`config.mk`:
```
export PLATFORM = sky130hd
export DESIGN_NAME = du_master_ctrl
export DESIGN_NICKNAME = d
export VERILOG_FILES = /design/src/rtl/du_pkg.sv /design/src/rtl/du_timer.sv /design/src/rtl/du_master_ctrl.sv
export SDC_FILE = /design/constraint.sdc
export NUM_CORES = 1
export LEC_CHECK = 0
export BUFFER_PORTS_ARGS = -buffer_cell sky130_fd_sc_hd__clkbuf_2
export CORE_MARGIN = 4
export CORE_UTILIZATION = 28
export DETAILED_ROUTE_END_ITERATION = 12
export PLACE_DENSITY_LB_ADDON = 0.05
export SLEW_MARGIN = 15
export SYNTH_ARGS = -nofsm -noshare
export SYNTH_HDL_FRONTEND = slang
export SYNTH_SLANG_ARGS = --single-unit
```
`constraint.sdc`:
```
create_clock -name clk -period 6.8 [get_ports clk]
set_input_delay 2.04 -clock clk [delete_from_list [all_inputs] [get_ports clk]]
set_output_delay 2.04 -clock clk [all_outputs]
set_load 0.05 [all_outputs]
```
`src/rtl/du_pkg.sv`:
```
// rtl/du_pkg.sv - command/response codes and state encoding for the debug-unit master
package du_pkg;

    localparam logic [7:0] CMD_SOT   = 8'h01;
    localparam logic [7:0] CMD_CONT  = 8'h01;
    localparam logic [7:0] CMD_STEP  = 8'h02;
    localparam logic [7:0] CMD_STEP1 = 8'h03;
    localparam logic [7:0] CMD_EOT   = 8'h04;

    localparam logic [7:0] RSP_ACK       = 8'h05;
    localparam logic [7:0] RSP_NAK       = 8'h15;
    localparam logic [7:0] RSP_HEARTBEAT = 8'h2A;

    typedef enum logic [8:0] {
        ST_IDLE      = 9'b0_0000_0001,
        ST_LOAD_FW   = 9'b0_0000_0010,
        ST_MODE_SEL  = 9'b0_0000_0100,
        ST_CONT_RUN  = 9'b0_0000_1000,
        ST_STEP_WAIT = 9'b0_0001_0000,
        ST_STEP_EXEC = 9'b0_0010_0000,
        ST_DUMP_REGS = 9'b0_0100_0000,
        ST_DUMP_DMEM = 9'b0_1000_0000,
        ST_DONE      = 9'b1_0000_0000
    } du_state_e;

endpackage

```
`src/rtl/du_timer.sv`:
```
// rtl/du_timer.sv - loadable up-counter with clear, terminal-count compare and wrap
module du_timer #(
    parameter int NB_COUNTER = 32
) (
    input  logic                  clk,
    input  logic                  i_rst_n,
    input  logic                  i_clr,
    input  logic                  i_en,
    input  logic                  i_load,
    input  logic [NB_COUNTER-1:0] i_load_val,
    input  logic [NB_COUNTER-1:0] i_terminal,
    output logic                  o_tc
);

    logic [NB_COUNTER-1:0] count;

    assign o_tc = (count == i_terminal);

    // Clear outranks load so a state entry always restarts from zero.
    always_ff @(posedge clk or negedge i_rst_n) begin
        if (!i_rst_n) begin
            count <= '0;
        end else if (i_clr) begin
            count <= '0;
        end else if (i_load) begin
            count <= i_load_val;
        end else if (i_en) begin
            count <= o_tc ? '0 : count + 1'b1;
        end
    end

endmodule

```
`src/rtl/du_master_ctrl.sv`:
```
// rtl/du_master_ctrl.sv - debug-unit master: firmware load, run/step control, halt dumps
module du_master_ctrl
    import du_pkg::*;
#(
    parameter int                         NB_INSTRUCTION   = 32,
    parameter int                         NB_UART_DATA     = 8,
    parameter int                         NB_COUNTER       = 32,
    parameter int                         HEARTBEAT_CYCLES = 400_000_000,
    parameter int                         RUN_LIMIT        = 0,
    parameter logic [NB_INSTRUCTION-1:0]  HALT_INSTR       = 32'h1A1A1A1A
) (
    input  logic                      clk,
    input  logic                      i_rst_n,
    input  logic [NB_INSTRUCTION-1:0] i_instr,
    input  logic [NB_UART_DATA-1:0]   i_rx_data,
    input  logic                      i_rx_done,
    input  logic                      i_tx_done,
    input  logic                      i_loader_done,
    input  logic                      i_send_regs_done,
    input  logic                      i_send_dmem_done,
    output logic                      o_cpu_en,
    output logic                      o_load_start,
    output logic                      o_send_regs_start,
    output logic                      o_send_dmem_start,
    output logic                      o_rd,
    output logic                      o_wr,
    output logic                      o_tx_start,
    output logic [NB_UART_DATA-1:0]   o_wdata,
    output logic                      o_halted
);

    localparam logic [NB_UART_DATA-1:0] SOT   = NB_UART_DATA'(CMD_SOT);
    localparam logic [NB_UART_DATA-1:0] CONT  = NB_UART_DATA'(CMD_CONT);
    localparam logic [NB_UART_DATA-1:0] STEP  = NB_UART_DATA'(CMD_STEP);
    localparam logic [NB_UART_DATA-1:0] STEP1 = NB_UART_DATA'(CMD_STEP1);
    localparam logic [NB_UART_DATA-1:0] EOT   = NB_UART_DATA'(CMD_EOT);
    localparam logic [NB_UART_DATA-1:0] ACK   = NB_UART_DATA'(RSP_ACK);
    localparam logic [NB_UART_DATA-1:0] NAK   = NB_UART_DATA'(RSP_NAK);
    localparam logic [NB_UART_DATA-1:0] HBEAT = NB_UART_DATA'(RSP_HEARTBEAT);

    localparam logic [NB_COUNTER-1:0] HB_TERM = NB_COUNTER'(HEARTBEAT_CYCLES - 1);
    localparam logic [NB_COUNTER-1:0] WD_TERM = NB_COUNTER'(RUN_LIMIT - 1);

    du_state_e state;
    du_state_e state_nxt;

    logic                    halt_flag;
    logic                    halt_set;
    logic                    halt_clr;
    logic                    resp_vld;
    logic [NB_UART_DATA-1:0] resp_byte;
    logic                    hb_tc;
    logic                    wd_tc;
    logic                    hb_fire;
    logic                    wd_expire;
    logic                    halt_seen;
    logic                    rx_state;
    logic                    state_chg;
    logic [NB_UART_DATA-1:0] hb_byte;
    logic                    pend_vld;
    logic                    pend_rsp;
    logic [NB_UART_DATA-1:0] pend_byte;
    logic                    tx_vld;
    logic                    tx_rsp;
    logic [NB_UART_DATA-1:0] tx_byte;

    assign halt_seen = (i_instr == HALT_INSTR);
    assign rx_state  = state inside {ST_IDLE, ST_MODE_SEL, ST_STEP_WAIT, ST_DONE};
    assign wd_expire = (RUN_LIMIT != 0) && (state == ST_CONT_RUN) && wd_tc;
    assign hb_fire   = hb_tc && (state inside {ST_IDLE, ST_MODE_SEL}) && !i_rx_done;
    assign hb_byte   = (state == ST_IDLE) ? NAK : HBEAT;
    assign state_chg = (state_nxt != state);

    du_timer #(.NB_COUNTER(NB_COUNTER)) u_hb_timer (
        .clk        (clk),
        .i_rst_n    (i_rst_n),
        .i_clr      (state_chg),
        .i_en       (1'b1),
        .i_load     (1'b0),
        .i_load_val ('0),
        .i_terminal (HB_TERM),
        .o_tc       (hb_tc)
    );

    du_timer #(.NB_COUNTER(NB_COUNTER)) u_wd_timer (
        .clk        (clk),
        .i_rst_n    (i_rst_n),
        .i_clr      (state_chg),
        .i_en       (state == ST_CONT_RUN),
        .i_load     (1'b0),
        .i_load_val ('0),
        .i_terminal (WD_TERM),
        .o_tc       (wd_tc)
    );

    always_comb begin
        state_nxt = state;
        halt_set  = 1'b0;
        halt_clr  = 1'b0;
        resp_vld  = 1'b0;
        resp_byte = '0;
        case (state)
            ST_IDLE: begin
                if (i_rx_done && i_rx_data == SOT) state_nxt = ST_LOAD_FW;
            end
            ST_LOAD_FW: begin
                if (i_loader_done) state_nxt = ST_MODE_SEL;
            end
            ST_MODE_SEL: begin
                if (i_rx_done) begin
                    resp_vld = 1'b1;
                    if (i_rx_data == CONT) begin
                        resp_byte = ACK;
                        state_nxt = ST_CONT_RUN;
                    end else if (i_rx_data == STEP) begin
                        resp_byte = ACK;
                        state_nxt = ST_STEP_WAIT;
                    end else begin
                        resp_byte = NAK;
                    end
                end
            end
            ST_CONT_RUN: begin
                // A real halt on the expiry cycle wins and suppresses the watchdog NAK.
                if (halt_seen) begin
                    state_nxt = ST_DUMP_REGS;
                    halt_set  = 1'b1;
                end else if (wd_expire) begin
                    resp_vld  = 1'b1;
                    resp_byte = NAK;
                    state_nxt = ST_DUMP_REGS;
                    halt_set  = 1'b1;
                end
            end
            ST_STEP_WAIT: begin
                if (i_rx_done) begin
                    if (i_rx_data == STEP1) begin
                        state_nxt = ST_STEP_EXEC;
                    end else if (i_rx_data == CONT) begin
                        resp_vld  = 1'b1;
                        resp_byte = ACK;
                        state_nxt = ST_CONT_RUN;
                    end else if (i_rx_data == EOT) begin
                        state_nxt = ST_DUMP_REGS;
                        halt_set  = 1'b1;
                    end else begin
                        resp_vld  = 1'b1;
                        resp_byte = NAK;
                    end
                end
            end
            ST_STEP_EXEC: begin
                state_nxt = ST_DUMP_REGS;
                halt_set  = halt_seen;
            end
            ST_DUMP_REGS: begin
                if (i_send_regs_done) state_nxt = halt_flag ? ST_DUMP_DMEM : ST_STEP_WAIT;
            end
            ST_DUMP_DMEM: begin
                if (i_send_dmem_done) begin
                    state_nxt = ST_DONE;
                    halt_clr  = 1'b1;
                end
            end
            ST_DONE: begin
                if (i_rx_done) begin
                    if (i_rx_data == SOT) begin
                        state_nxt = ST_LOAD_FW;
                    end else begin
                        resp_vld  = 1'b1;
                        resp_byte = NAK;
                    end
                end
            end
            default: state_nxt = ST_IDLE;
        endcase
    end

    // One-byte holding slot: fresh responses beat everything, a held response beats a heartbeat.
    always_comb begin
        tx_vld  = 1'b0;
        tx_rsp  = 1'b0;
        tx_byte = '0;
        if (resp_vld) begin
            tx_vld  = 1'b1;
            tx_rsp  = 1'b1;
            tx_byte = resp_byte;
        end else if (pend_vld && pend_rsp) begin
            tx_vld  = 1'b1;
            tx_rsp  = 1'b1;
            tx_byte = pend_byte;
        end else if (hb_fire) begin
            tx_vld  = 1'b1;
            tx_byte = hb_byte;
        end else if (pend_vld) begin
            tx_vld  = 1'b1;
            tx_byte = pend_byte;
        end
    end

    always_ff @(posedge clk or negedge i_rst_n) begin
        if (!i_rst_n) begin
            state     <= ST_IDLE;
            halt_flag <= 1'b0;
            pend_vld  <= 1'b0;
            pend_rsp  <= 1'b0;
            pend_byte <= '0;
        end else begin
            state <= state_nxt;
            if (halt_set) begin
                halt_flag <= 1'b1;
            end else if (halt_clr) begin
                halt_flag <= 1'b0;
            end
            pend_vld  <= tx_vld && !i_tx_done;
            pend_rsp  <= tx_rsp;
            pend_byte <= tx_byte;
        end
    end

    assign o_cpu_en          = ((state == ST_CONT_RUN) && !(wd_expire && !halt_seen))
                             || (state == ST_STEP_EXEC);
    assign o_load_start      = (state == ST_LOAD_FW);
    assign o_send_regs_start = (state == ST_DUMP_REGS);
    assign o_send_dmem_start = (state == ST_DUMP_DMEM);
    assign o_halted          = (state == ST_DONE);
    assign o_rd              = i_rx_done && rx_state;
    assign o_wr              = tx_vld && i_tx_done;
    assign o_tx_start        = o_wr;
    assign o_wdata           = o_wr ? tx_byte : '0;

endmodule

```
# == Word level (Yosys, flattened, before mapping) ==
# Index checks and enable logic that the tools add are counted.
# word_totals
regBits,52
input_bits,47
output_inout_bits,16
word_cells,94
# op_classes
n_addsub,1
n_eq_ne,16
n_mux,58
reduce_logical,13
# ops
op,n
2-to-1 mux 9 bit,14
one-hot mux 9 bit (9 select lines),1
"== test 32 x 29 -> 1 bit, second input constant",2
2-to-1 mux 32 bit,2
2-to-1 mux 8 bit,6
2-to-1 mux 5 bit,9
"adder 32 x 1 -> 32 bit, second input constant",1
2-to-1 mux 1 bit,22
"== test 8 x 2 -> 1 bit, second input constant",2
one-hot mux 5 bit (3 select lines),1
"== test 9 x 1 -> 1 bit, second input constant",1
"== test 9 x 2 -> 1 bit, second input constant",1
"== test 9 x 3 -> 1 bit, second input constant",1
"== test 9 x 4 -> 1 bit, second input constant",1
"== test 9 x 5 -> 1 bit, second input constant",1
"== test 9 x 6 -> 1 bit, second input constant",1
"== test 9 x 7 -> 1 bit, second input constant",1
"== test 9 x 8 -> 1 bit, second input constant",1
"== test 9 bit, second input constant",1
inequality test 9 bit,1
"== test 8 x 1 -> 1 bit, second input constant",1
"== test 8 x 3 -> 1 bit, second input constant",1
logical AND 1 bit,7
2-to-1 mux 6 bit,1
other kinds (5),8

# == Depth between registers and ports, before layout ==
# Gate-level depths: netlist (run 1).
# logic_depth
word_depth,9
ltp_mapped,9
mapped_depth_nobuf,7

# == Cells and area by module ==
# A second synthesis (run 1) with hierarchy kept.
# hier_totals
cells_unflattened,500
area_unflattened_um2,4085.2
# modules_own_cells
module,instances,cells_per_inst,area_per_inst_um2,seq_area_each_um2
du_timer,1,306,2499.9,800.8
du_master_ctrl,1,194,1585.3,501.7

# == Worst setup path before layout (run 1) ==
# Ideal clock, no wire load.
# synth_path
kind,input to output
from,input i_rx_data[5]
to,output o_wdata[1]
arrival_ns,4.579
required_time_ns,4.760
slack_ns,0.181
stages,6
path_buffers,1
cell_sequence,or4_1 nor4_1 nor2_1 o21a_1 clkbuf_1 a211oi_1
# synth_between
elab_chain_cells,9
word_cells_on_any_way,20
cone_classes,3 x eq/ne; 16 x mux; 1 x reduce/logical
# synth_rtl
element,line_no,rtl
from (decl),du_master_ctrl.sv:15,"input logic [NB_UART_DATA-1:0] i_rx_data,"
== test 8 x 3 -> 1 bit,du_master_ctrl.sv:143,end else if (i_rx_data == EOT) begin
2-to-1 mux 1 bit,du_master_ctrl.sv:143,
2-to-1 mux 1 bit,du_master_ctrl.sv:139,end else if (i_rx_data == CONT) begin
2-to-1 mux 1 bit,du_master_ctrl.sv:137,if (i_rx_data == STEP1) begin
2-to-1 mux 1 bit,du_master_ctrl.sv:136,if (i_rx_done) begin
one-hot mux 1 bit (3 select lines),du_master_ctrl.sv:102,case (state)
2-to-1 mux 1 bit,du_master_ctrl.sv:184,if (resp_vld) begin
logical AND 1 bit,du_master_ctrl.sv:228,assign o_wr = tx_vld && i_tx_done;
2-to-1 mux 8 bit *,du_master_ctrl.sv:230,assign o_wdata = o_wr ? tx_byte : '0;
to (decl),du_master_ctrl.sv:28,"output logic [NB_UART_DATA-1:0] o_wdata,"
# Mark *: on every way between the ends. The rest lies on a longest branch, timed or not.

# == Final worst setup path (run 1) ==
# layout_path
from,input i_rx_data[5]
to,output o_wdata[3]
# The elaborated chain is that of the path after synthesis.

==> impl_metrics.py, run 1 <==
metrics = {
    "clock_network": {
        "cts_resized": 0,
        "cts_setup_buffers": 0,
        "clock_tree.buffer_depth": 2,
        "clkTransAtPathRegs_ps": 70,
        "cts-buffers-inserted": 5,
        "clkLatencyLatePin_ps": 300,
        "h-tree-depth": 2,
        "cts.sinks": 52,
        "hold_buffers": 0,
        "tritoncts": "built",
        "cts-root-buf": "clkbuf_16",
    },
    "cells_and_area": {
        "fin_nets": 515,
        "multi_input_area_um2": 2100,
        "nFillCells": 1326,
        "drive_gt1_share_pct": 17.7,
        "final_area_um2": 4150,
        "regArea_um2": 1300,
        "area_growth_pct": 16.7,
        "fin_util_pct": 34.0,
        "stdcell_count": 636,
        "n_antenna_cell": 0,
    },
    "floorplanning": {
        "die_y_um": 121,
        "io_pins": 63,
        "die_area_um2": 14600,
        "die_width_um": 121,
        "start_util_pct": 29.1,
        "num_rows": 40,
        "core_area_um2": 12200,
    },
    "logic_synthesis": {
        "syn_area_um2": 3550,
        "synth-seq-cells": 52,
        "yosysSeqAreaShare_pct": 36.7,
        "synth_flop_cell": "dfrtp_1",
        "synth.most_common_cell": "dfrtp_1",
        "async_reset_ff_share_pct": 100,
        "netlist_top_cells_count": "dfrtp_1, nor2_1, nor3_1",
        "synth_fp_nets": 469,
        "synth_edf_count": 0,
        "yosysTopAreaCellShare_pct": 35.9,
        "ys.warnings.count": 0,
        "synth_area_leaders": "dfrtp_1, nand4_1, nor3_1",
        "avgSynthCellArea_um2": 8.44,
        "netlist.top_cell.by_area": "dfrtp_1",
        "ys_types": 56,
        "synth_cells": 421,
    },
    "timing": {
        "maxSlewViolCount": 0,
        "fin_crit_sh_pct": 94.9,
        "tightest_slew_ps": 1090,
        "fin_tns_setup_ps": 0,
        "skew_ps": 11.8,
        "setup_viol": 0,
        "rsz0062_at_grt": "false",
        "slew_headroom_pct": 27.6,
        "fmax_ghz": 0.155,
        "fin_crit_ps": 6450,
        "hold_viol": 0,
    },
    "detailed_routing": {
        "drt-pass1-iter-count": 5,
        "post_drt_via_cell_ratio": 5.25,
        "wirelength_um": 10300,
        "vias": 3338,
        "drc": 0,
        "drtIter0Drc": 176,
        "wl_per_cell_um": 16.2,
        "ant_nets": 0,
    },
    "worst_setup_path": {
        "crit_path_end_kind": "primary output",
        "path_max_fanout": 9,
        "crit_family": "simple AND/OR/NAND/NOR gates",
        "cp_common_cell": "clkbuf_2",
        "crit_slowest_cell": "or4_1",
        "crit_chain": "clkbuf_2, or4_1, nor4_1, nor2_1, o21a_1, o31ai_4, a211oi_1, clkbuf_2",
        "crit_required_ps": 4760,
        "crit_type": "in2out",
        "critPathBufInv": 2,
        "start_kind": "input pin",
        "cpPeakStageDelay_ps": 600,
        "crit_arrival_ps": 4410,
    },
    "global_routing": {
        "grt_pass1_vias": 3080,
        "grt_usage_pct": 14.5,
        "grt_max_degree": 53,
        "antenna_found_initial": 0,
        "overflow": 0,
        "grt_pass1_wl_um": 17000,
    },
    "run": {
        "max-cap-violations": 0,
    },
    "worst_hold_path": {
        "hold_path.class": "reg2reg",
    },
    "place": {
        "place_congestion": 0.814,
        "dp_hpwl_um": 7620,
        "placed_cells_incl_taps": 628,
        "place_area_um2": 3980,
        "portBuffers": 62,
    },
    "power_and_ir_drop": {
        "p_leak_uw": 0.00182,
        "p_per_area_nw_per_um2": 183,
        "vdd_ir_drop_max_uv": 83.3,
    },
    "outcome": {
        "status": "finished clean",
    },
}
## report_power, final
part	total [uW]	switching, uW	internal, uW
sequential	352	24.9	328
clock	295	122	174
combinational	113	64.7	48.2
## cells in the final DEF, fill, tap and decap left out, drive strengths merged, types with 3 or more instances in the layout
cell type / instances
xor2: 18
nand2b: 3
o21ai: 11
and4: 5
or3: 3
nand2: 27
nand3b: 3
clkbuf: 68
nor3b: 8
inv: 11
nor4bb: 4
or4: 5
o211ai: 4
nor4: 13
xnor2: 18
and3: 7
a2111oi: 3
a31oi: 3
nand4: 34
buf: 3
a211oi: 4
nand3: 22
nor3: 36
a21oi: 9
nor4b: 6
nor2: 44
nor2b: 13
dfrtp: 51
## flip-flops by register name (all words and copies together), names as in the netlist
name,cells
halt_flag,1
state,9
pend_vld,1
pend_byte,8
pend_rsp,1
u_hb_timer.count,32
## layer usage
layer	routed length [um]	share of wire [%]	vias to the layer above	GRT usage [%]
li1	-	-	1658	-
met1	5250	51	1591	21.9
met2	4420	43	82	21.2
met3	562	5.4	7	2.71
met4	93	0.90	0	3.54
met5	0	0	-	0
## through the flow
| step | total power [uW] | worst slack [ps] | hold WS, ps |
|---|---|---|---|
| 2_1_floorplan | 427 | 181 | 448 |
| 3_3_place_gp | 473 | 391 | 462 |
| 3_5_place_dp | 473 | 341 | 465 |
| 4_1_cts | 774 | 324 | 484 |
| 5_1_grt | 800 | 29.0 | 499 |
| 6_report | 761 | 347 | 482 |
## cell type report
class                   count  area share [%]
clock buffers               6            3.11
clock inverters             2           0.845
inverters                  11           0.996
multi-input cells         332            50.5
flip-flops and latches     52            31.4
well taps                 168            5.07
repair buffers             65            8.03
## worst paths after layout
path	startpoint	end	slack [ps]	cells past startpoint
worst min register to register	pend_byte[0]$_DFF_PN0_	pend_byte[0]$_DFF_PN0_	480	1
min in group asynchronous	i_rst_n	state[7]$_DFF_PN0_	1860	2
max in group asynchronous	i_rst_n	u_hb_timer.count[7]$_DFF_PN0_	4460	2
worst min-delay path	pend_byte[0]$_DFF_PN0_	pend_byte[0]$_DFF_PN0_	480	1
worst max register to register	state[6]$_DFF_PN0_	u_hb_timer.count[0]$_DFF_PN0_	3100	6
worst max-delay path	i_rx_data[5]	o_wdata[3]	350	8
## cell families (layout without fill, tap and decap cells)
family | Yosys count | in the layout | synth area share, %
and+or+nand+nor | 241 | 241 | 38.8
AOI/OAI and AO/OA | 54 | 54 | 11.0
DFF | 52 | 52 | 36.7
buffers and inverters | 37 | 84 | 4.33
xor gates and xnor gates | 36 | 36 | 8.88
adders and majority gates | 1 | 1 | 0.352
(Power assumes the default switching activity.)
==> run 2, diff against run 1 <==
Settings changed: BUFFER_PORTS_ARGS -buffer_cell sky130_fd_sc_hd__clkbuf_2 to -buffer_cell sky130_fd_sc_hd__buf_4.
Clock period 6.8 ns to 5.81 ns, I/O delays scaled along.
==> impl_metrics.py, run 2 (synthesized netlist as in run 1, its figures left out) <==
metrics = {
    "outcome": {
        "status": "finished clean",
    },
    "worst_setup_path": {
        "crit_type": "in2out",
        "rr_startpoint": "state[2]$_DFF_PN0_",
        "crit_arrival_ps": 3920,
        "crit_path_start": "i_rx_data[5]",
        "path_max_fanout": 9,
        "crit_path_end_kind": "primary output",
        "start_kind": "input pin",
        "crit_required_ps": 4070,
    },
    "global_routing": {
        "antenna_found_initial": 0,
        "overflow": 0,
        "grt_pass1_vias": 3191,
        "grt_max_degree": 53,
        "grt_pass1_wl_um": 17500,
        "grt_usage_pct": 15.0,
    },
    "detailed_routing": {
        "drt-pass1-iter-count": 5,
        "drc": 0,
        "post_drt_via_cell_ratio": 5.31,
        "vias": 3389,
        "ant_nets": 0,
        "drtIter0Drc": 178,
        "wirelength_um": 10800,
        "wl_per_cell_um": 16.9,
    },
    "clock_network": {
        "tritoncts": "built",
        "hold_buffers": 0,
        "clkLatencyLatePin_ps": 310,
        "h-tree-depth": 2,
        "clkTransAtPathRegs_ps": 70,
        "cts-buffers-inserted": 5,
        "cts-root-buf": "clkbuf_16",
        "clock_tree.buffer_depth": 2,
        "cts.sinks": 52,
    },
    "place": {
        "dp_hpwl_um": 7580,
        "portBuffers": 62,
        "place_congestion": 0.842,
        "place_area_um2": 4150,
    },
    "cells_and_area": {
        "largest-register": "u_hb_timer.count",
        "n_antenna_cell": 0,
        "mostFrequentLayoutCells": "buf_4, dfrtp_1, nor2_1",
        "largest_reg_flops": 32,
        "final_area_um2": 4310,
        "fin_nets": 518,
        "area_growth_pct": 21.3,
        "drive_gt1_share_pct": 18.3,
        "final_common_cell": "buf_4",
        "largest_registers": "u_hb_timer.count x32, state x9, pend_byte x8",
    },
    "timing": {
        "fin_tns_setup_ps": 0,
        "fin_crit_sh_pct": 97.4,
        "setup_viol": 0,
        "fmax_ghz": 0.177,
        "skew_ps": 2.89,
        "hold_viol": 0,
        "slew_headroom_pct": 25.4,
        "tightest_slew_ps": 1120,
        "maxSlewViolCount": 0,
        "fin_crit_ps": 5660,
        "rsz0062_at_grt": "false",
    },
    "run": {
        "max-cap-violations": 0,
    },
    "worst_hold_path": {
        "hold_path.class": "reg2reg",
        "holdCritStartpoint": "pend_byte[0]$_DFF_PN0_",
    },
    "floorplanning": {
        "die_width_um": 121,
        "die_area_um2": 14600,
        "io_pins": 63,
        "core_area_um2": 12200,
        "die_y_um": 121,
        "num_rows": 40,
        "start_util_pct": 29.1,
    },
    "power_and_ir_drop": {
        "p_leak_uw": 0.00187,
        "p_per_area_nw_per_um2": 198,
        "power.total_uw": 854,
        "vdd_ir_drop_max_uv": 136,
    },
}
-- run 2: cell types whose count changed in the layout (fill, tap and decap cells not counted) --
cell / change
buf_12: +1
o21a_2: +1
bufinv_16: -1
buf_4: +64
o21a_1: -1
clkbuf_2: -62
-- run 2: metrics by stage --
step | hold slack [ps] | util, % | instances | setup WS, ps
after global placement | 462 | 34.0 | 630 | 96.9
after floorplan | 448 | - | 421 | -215
final | 480 | 35.3 | 638 | 149
after global routing | 498 | 35.3 | 638 | 16.0
after CTS | 483 | 35.1 | 637 | 55.6
after detailed placement | 464 | 34.0 | 630 | 64.1
-- run 2: where the power goes --
group          switching, uW  leakage, uW  internal, uW
combinational           76.8      0.00109          65.4
clock                    142    0.0000667           157
sequential              28.9     0.000714           383
-- run 2: area by class of cell --
cell class	instances	area, um^2
Clock buffer	6	129
Clock inverter	1	5.00
Fill cell	1328	7900
Inverter	11	41.3
Multi-Input combinational cell	332	2100
Sequential cell	52	1300
Tap cell	168	210
Timing Repair Buffer	68	523
-- run 2: per-layer routing --
metal  up-vias  track usage, %  share of wire [%]
met5         -               0                  0
met4         0            5.88                2.1
met3        15            3.23                7.4
met2       113            22.2                 42
met1      1608            21.3                 48
li1       1653               -                  -
-- run 2: what timing repair did --
action,CTS,global route
setup buffers,0,1
gates resized for setup,0,1
setup endpoints to repair,0,10
-- run 2: worst paths after layout --
path                                                      end  slack (ps)  cells after the start
worst min register to register         pend_byte[0]$_DFF_PN0_         480                      1
worst max register to register  u_hb_timer.count[5]$_DFF_PN0_        2420                      6
worst max-delay path                               o_wdata[1]         150                     10
max in group asynchronous              pend_byte[7]$_DFF_PN0_        3830                      1
worst min-delay path                   pend_byte[0]$_DFF_PN0_         480                      1
min in group asynchronous                  state[7]$_DFF_PN0_        1460                      1
-- run 2: critical path, stage by stage --
cell	delay, ps
buf_4	110
or4_1	540
buf_4	170
a211oi_1	200
o21ai_0	140
o21a_2	290
o31ai_4	300
buf_12	160
a211oi_1	50
buf_4	200
